### src/rtl/adler_pkg.sv
// Shared Adler-32 definitions for the checksum generator and checker.
package adler_pkg;

  localparam logic [15:0] ADLER_MOD    = 16'd65521;
  localparam logic [15:0] ADLER_A_INIT = 16'd1;
  localparam logic [15:0] ADLER_B_INIT = 16'd0;

  typedef enum logic [1:0] {
    IDLE,
    ACCUM,
    WAIT_CHK,
    REPORT
  } adler_state_e;

endpackage

### src/rtl/adler_mod_add.sv
// Combinational (a + b) mod MOD for operands already reduced below MOD.
// The 17-bit sum is below 2*MOD, so one conditional subtract is enough.
module adler_mod_add
  import adler_pkg::*;
#(
  parameter int unsigned MOD = 32'(ADLER_MOD)
) (
  input  logic [15:0] a,
  input  logic [15:0] b,
  output logic [15:0] y
);

  localparam logic [16:0] MOD17 = 17'(MOD);

  logic [16:0] sum;

  // Add, then fold back into range with a single subtract.
  always_comb begin
    sum = {1'b0, a} + {1'b0, b};
    y   = (sum >= MOD17) ? 16'(sum - MOD17) : sum[15:0];
  end

endmodule

### config.mk
export PLATFORM = sky130hd
export DESIGN_NAME = adler_mod_add
export DESIGN_NICKNAME = d
export VERILOG_FILES = /design/src/rtl/adler_pkg.sv /design/src/rtl/adler_mod_add.sv
export SDC_FILE = /design/constraint.sdc
export NUM_CORES = 1
export LEC_CHECK = 0
export BUFFER_PORTS_ARGS = -buffer_cell sky130_fd_sc_hd__buf_4
export CORE_MARGIN = 3
export CORE_UTILIZATION = 50
export DETAILED_ROUTE_END_ITERATION = 16
export GPL_ROUTABILITY_DRIVEN = 0
export PLACE_DENSITY_LB_ADDON = 0.15
export SYNTH_ARGS = -nofsm -noshare
export SYNTH_HDL_FRONTEND = slang
export SYNTH_SLANG_ARGS = --single-unit
### constraint.sdc
create_clock -name vclk -period 3.2
set_input_delay 0.32 -clock vclk [all_inputs]
set_output_delay 0.32 -clock vclk [all_outputs]
set_load 0.01 [all_outputs]
==> parameters.txt, run 1 <==
Parameter                              Value

Placed design
  HPWL reported at the end of detailed placement    around 4.3 mm
  Area after DPL    about 0.0023 mm2
  Port Buf Inserts    48
  Cell Count Post-Placement    341

Global routing
  Largest net degree at the start of global routing    11
  Global Route Usage Sum    roughly three quarters
  Total grt overflow    around 110

Synthesis
  Most numerous cell in the Yosys netlist    sky130_fd_sc_hd__nor2_1
  Share of Yosys cell area claimed by the top area cell type    between 10% and 20%
  Post-synth design cell area    around 0.0016 mm2
  Post-synth top area cell    sky130_fd_sc_hd__ha_1
  Synth warn    0
  Synthesized netlist cell count    between 200 and 250
  Leading post-synthesis cells by instance count    sky130_fd_sc_hd__nor2_1, sky130_fd_sc_hd__ha_1, sky130_fd_sc_hd__nand2_1, sky130_fd_sc_hd__a21oi_1
  Number of unique standard cell types used by synthesis    between 50 and 60
  Synthesized Nets    about 260
  Synth top area cells    sky130_fd_sc_hd__ha_1, sky130_fd_sc_hd__xnor2_1, sky130_fd_sc_hd__xor2_1
  Sequential element share of the synthesized area    0%
  Mean post-synth cell area    between 7 and 8 um2

Floorplanning
  Width of the chip    between 60 and 70 um
  Row count    19
  Io pins    48
  DIE HEIGHT    approximately 60 um
  Initial core utilization    a little over half

Run status
  Stage where the run ended    global routing
  Status    did not finish
  First reported error    [ERROR GRT-0232] Routing congestion too high. Check the congestion heatmap in the GUI.

Timing
  Grt repair worst endpoint    y[4]
  WEP type    top-level output

Clock network
  Hold-fix buffer count after cts    0
cells by family after synthesis:
group | count (synthesis) | share of synthesized area, %
AOI/OAI and AO/OA | 78 | 38.4
xor gates and xnor gates | 18 | 10.1
adders and majority gates | 19 | 15.8
buffers and inverters | 14 | 4.50
muxes | 4 | 2.97
and+or+nand+nor | 80 | 28.2
through the flow:
| step | utilization (%) | hold WS (ps) | setup WS (ps) |
|---|---|---|---|
| after floorplan | - | 899 | 15.3 |
| after global placement | 82.0 | 1110 | -325 |
| after detailed placement | 82.0 | 1130 | -486 |
| after CTS | 92.6 | 1050 | -181 |
metal layers:
metal  track usage (%)  GRT overflow
met1              72.6             0
met2              96.6            58
met3              50.0             2
met4              99.1            47
met5                 0             0
repair_timing:
item,CTS
setup endpoints to repair,16
setup buffers,9
pin swaps,18
resized for setup,45
==> run 2: changes to the inputs <==
- CORE_UTILIZATION: 50 -> 35
- clock period: 3.2 -> 4.2 ns (I/O delays scaled with it)
==> run 2 against run 1 <==
Effect of this change: the run now ends clean; synthesized cell count is the same; area after synthesis stayed put.
==> parameters.txt, run 2 <==
Parameter                              Value

Synthesis
  Number of unique standard cell types used by synthesis    55 (unchanged)
  Most numerous cell in the Yosys netlist    sky130_fd_sc_hd__nor2_1 (unchanged)
  Post-synth design cell area    0.00156 mm2 (unchanged)
  Synth warn    0 (unchanged)
  Synthesized netlist cell count    213 (unchanged)
  Synth top area cells    sky130_fd_sc_hd__ha_1, sky130_fd_sc_hd__xnor2_1, sky130_fd_sc_hd__xor2_1 (unchanged)
  Synthesized Nets    264 (unchanged)
  Post-synth top area cell    sky130_fd_sc_hd__ha_1 (unchanged)
  Share of Yosys cell area claimed by the top area cell type    14.5% (unchanged)
  Leading post-synthesis cells by instance count    sky130_fd_sc_hd__nor2_1, sky130_fd_sc_hd__ha_1, sky130_fd_sc_hd__nand2_1, sky130_fd_sc_hd__a21oi_1 (unchanged)
  Sequential element share of the synthesized area    0% (unchanged)
  Mean post-synth cell area    7.31 um2 (unchanged)

Floorplanning
  Initial core utilization    37.6% (was 54.6%)
  Core region area    around 0.0041 mm2
  Row count    23 (was 19)
  Width of the chip    72.7 um (was 61.8 um)
  DIE HEIGHT    72.7 um (was 61.8 um)
  Die ar.    roughly 0.0053 mm2
  Io pins    48 (unchanged)

Cells and area
  P&R area growth vs syn    27.7%
  Number of antenna cells inserted    0
  Most used cells in the layout excluding fill and tap cells    sky130_fd_sc_hd__buf_4, sky130_fd_sc_hd__nor2_1, sky130_fd_sc_hd__ha_1, sky130_fd_sc_hd__nand2_1, sky130_fd_sc_hd__a21oi_1
  Num sequential    0
  Cell area after layout    0.00199 mm2
  Fill cell instance count of the final layout    approximately 450
  Commonest non-fill, non-tap cell in the layout    sky130_fd_sc_hd__buf_4
  Area of the multi-input gates    around 0.0015 mm2
  Count of clock-net buffers in the final layout    0
  Register cell area after layout    0 um2
  Proportion of layout cells with a drive suffix above 1    between 20 and 30%
  Number of nets in the layout    around 310

Pwr
  Power per cell area    roughly 220 mW/mm2
  Worst IR drop on VDD    approximately 0.00007 V
  Static Leakage    roughly 0.00088 uW
  Total power consumption of the routed design    roughly 430 uW

Route
  Average wire per cell in the routed design    between 10 and 15 um
  Number of DRC markers in iteration 0    between 100 and 150
  Antenna-violating nets left    0
  Via count    1806
  Detailed Routing Iterations Pass 1    4
  Via count normalized by instance count    5.84
  Wire length after detailed routing    4.35 mm
  DRC errors left    0

Timing
  Min Tclk post-route    approximately 4000 ps
  Pins Over Slew Limit    0
  Number of failing hold endpoints at the final stage    0
  Max-slew headroom    between 50% and 60%
  Timing-limited maximum frequency    roughly 0.25 GHz
  Final Setup Violations    0
  Final Cycle Share    around 95%
  Worst Max-Slew Pin Slew    between 600 and 700 ps

Clock network
  Hold-fix buffer count after cts    0 (unchanged)
  Number of buffers inserted by post-CTS setup repair    0 (was 9)

Critical path
  Standard cell with the maximum stage delay on the critical path    sky130_fd_sc_hd__nor4_4
  Cells along the critical path    buf_4, ha_1, fa_1, a211oi_2, nor3_1, nor4_4, nand4_2, nor4_4, a31oi_2, buf_4, nor2_1, xor2_1, buf_4
  Kind of cell with the highest combined delay on the critical path    simple AND/OR/NAND/NOR gates
  Worst Setup End Kind    primary output
  Worst path arrival time    3580 ps
  Max incr delay on CP    430 ps
  Worst setup SP type    primary input
  Critical path's most frequent cell    sky130_fd_sc_hd__buf_4
  Category of the most critical setup path    primary input to primary output
  Required arrival time at the worst endpoint    ~3800 ps
  Critical path fanouts, max    5
  CP Buf/Inv Count    3

Run status
  Status    complete, no violations (was did not finish)

Job
  Number of max-cap violations    0

Placed design
  Area after DPL    0.00198 mm2 (was 0.00234 mm2)
  HPWL reported at the end of detailed placement    3.65 mm (was 4.26 mm)
  Port Buf Inserts    48 (unchanged)

Global routing
  Global Route Usage Sum    16.4%
  Largest net degree at the start of global routing    12
  Global-route wire length before repair    7.40 mm
  Number of global-route vias before repair    1656
  Antenna violations before repair    0
  Total grt overflow    0

Hold path
  Worst hold stages    4
  Hold_sp    b[0]
  Path class of the lowest-slack min-delay path    primary input to primary output
  Endpoint of the worst hold path    y[0]
## run 2: cell counts after synthesis
Identical to the previous run, type by type.
## run 2: repair_timing
action                                  in CTS  in global routing
endpoints found under the setup margin       0                  3
resized for setup                            0                  1
hold endpoints to repair                     0                  0
## run 2: metrics by stage
step                hold slack, ps  setup slack [ps]  util [%]  cells  setup TNS [ps]
floorplan                     1100               815         -    213               0
global placement              1310               274      47.8    309               0
detailed placement            1310               229      47.8    309               0
CTS                           1310               224      47.8    309               0
global route                  1330             -7.32      47.9    309           -9.17
finish                        1300               199      47.9    309               0
## run 2: report_power, final
part	leakage, uW	internal [uW]	total, uW	switching [uW]
Combinational	0.000882	194	431	237
Sequential	0	0	0	0
Clock	0	0	0	0
Total	0.000882	194	431	237
## run 2: logic make-up after synthesis
group	count (synthesis)	share of synthesized area [%]
simple gates	80	28.2
compound gates	78	38.4
buf+inv	14	4.50
mux	4	2.97
fa+ha+maj	19	15.8
xor+xnor	18	10.1
## run 2: cell type report
type,instances,area share [%]
timing repair buffer,55,20.8
tap,50,3.15
multi-input combinational,199,75.1
inverter,5,0.945
## run 2: worst max path at each step
stage	start	to	slack, ps	cells after the start
after global routing	a[0]	y[9]	-7	13
after floorplan	a[0]	y[4]	820	11
after CTS	a[0]	y[5]	220	13
final	a[0]	y[6]	200	13
after global placement	a[0]	y[9]	270	13
after detailed placement	a[0]	y[5]	230	13
## run 2: layer usage
metal | track usage (%) | up-vias | share of wire [%]
met1 | 23.7 | 830 | 49
met4 | 0.820 | 0 | 0.44
met5 | 0 | - | 0
met2 | 28.5 | 48 | 46
li1 | - | 926 | -
met3 | 0.413 | 2 | 4.6
## run 2: tightest hold or removal path, cell delays in order
cell,delay (ps)
sky130_fd_sc_hd__buf_4,80
sky130_fd_sc_hd__ha_1,170
sky130_fd_sc_hd__xnor2_1,80
sky130_fd_sc_hd__buf_4,130
(Power assumes the default switching activity.)
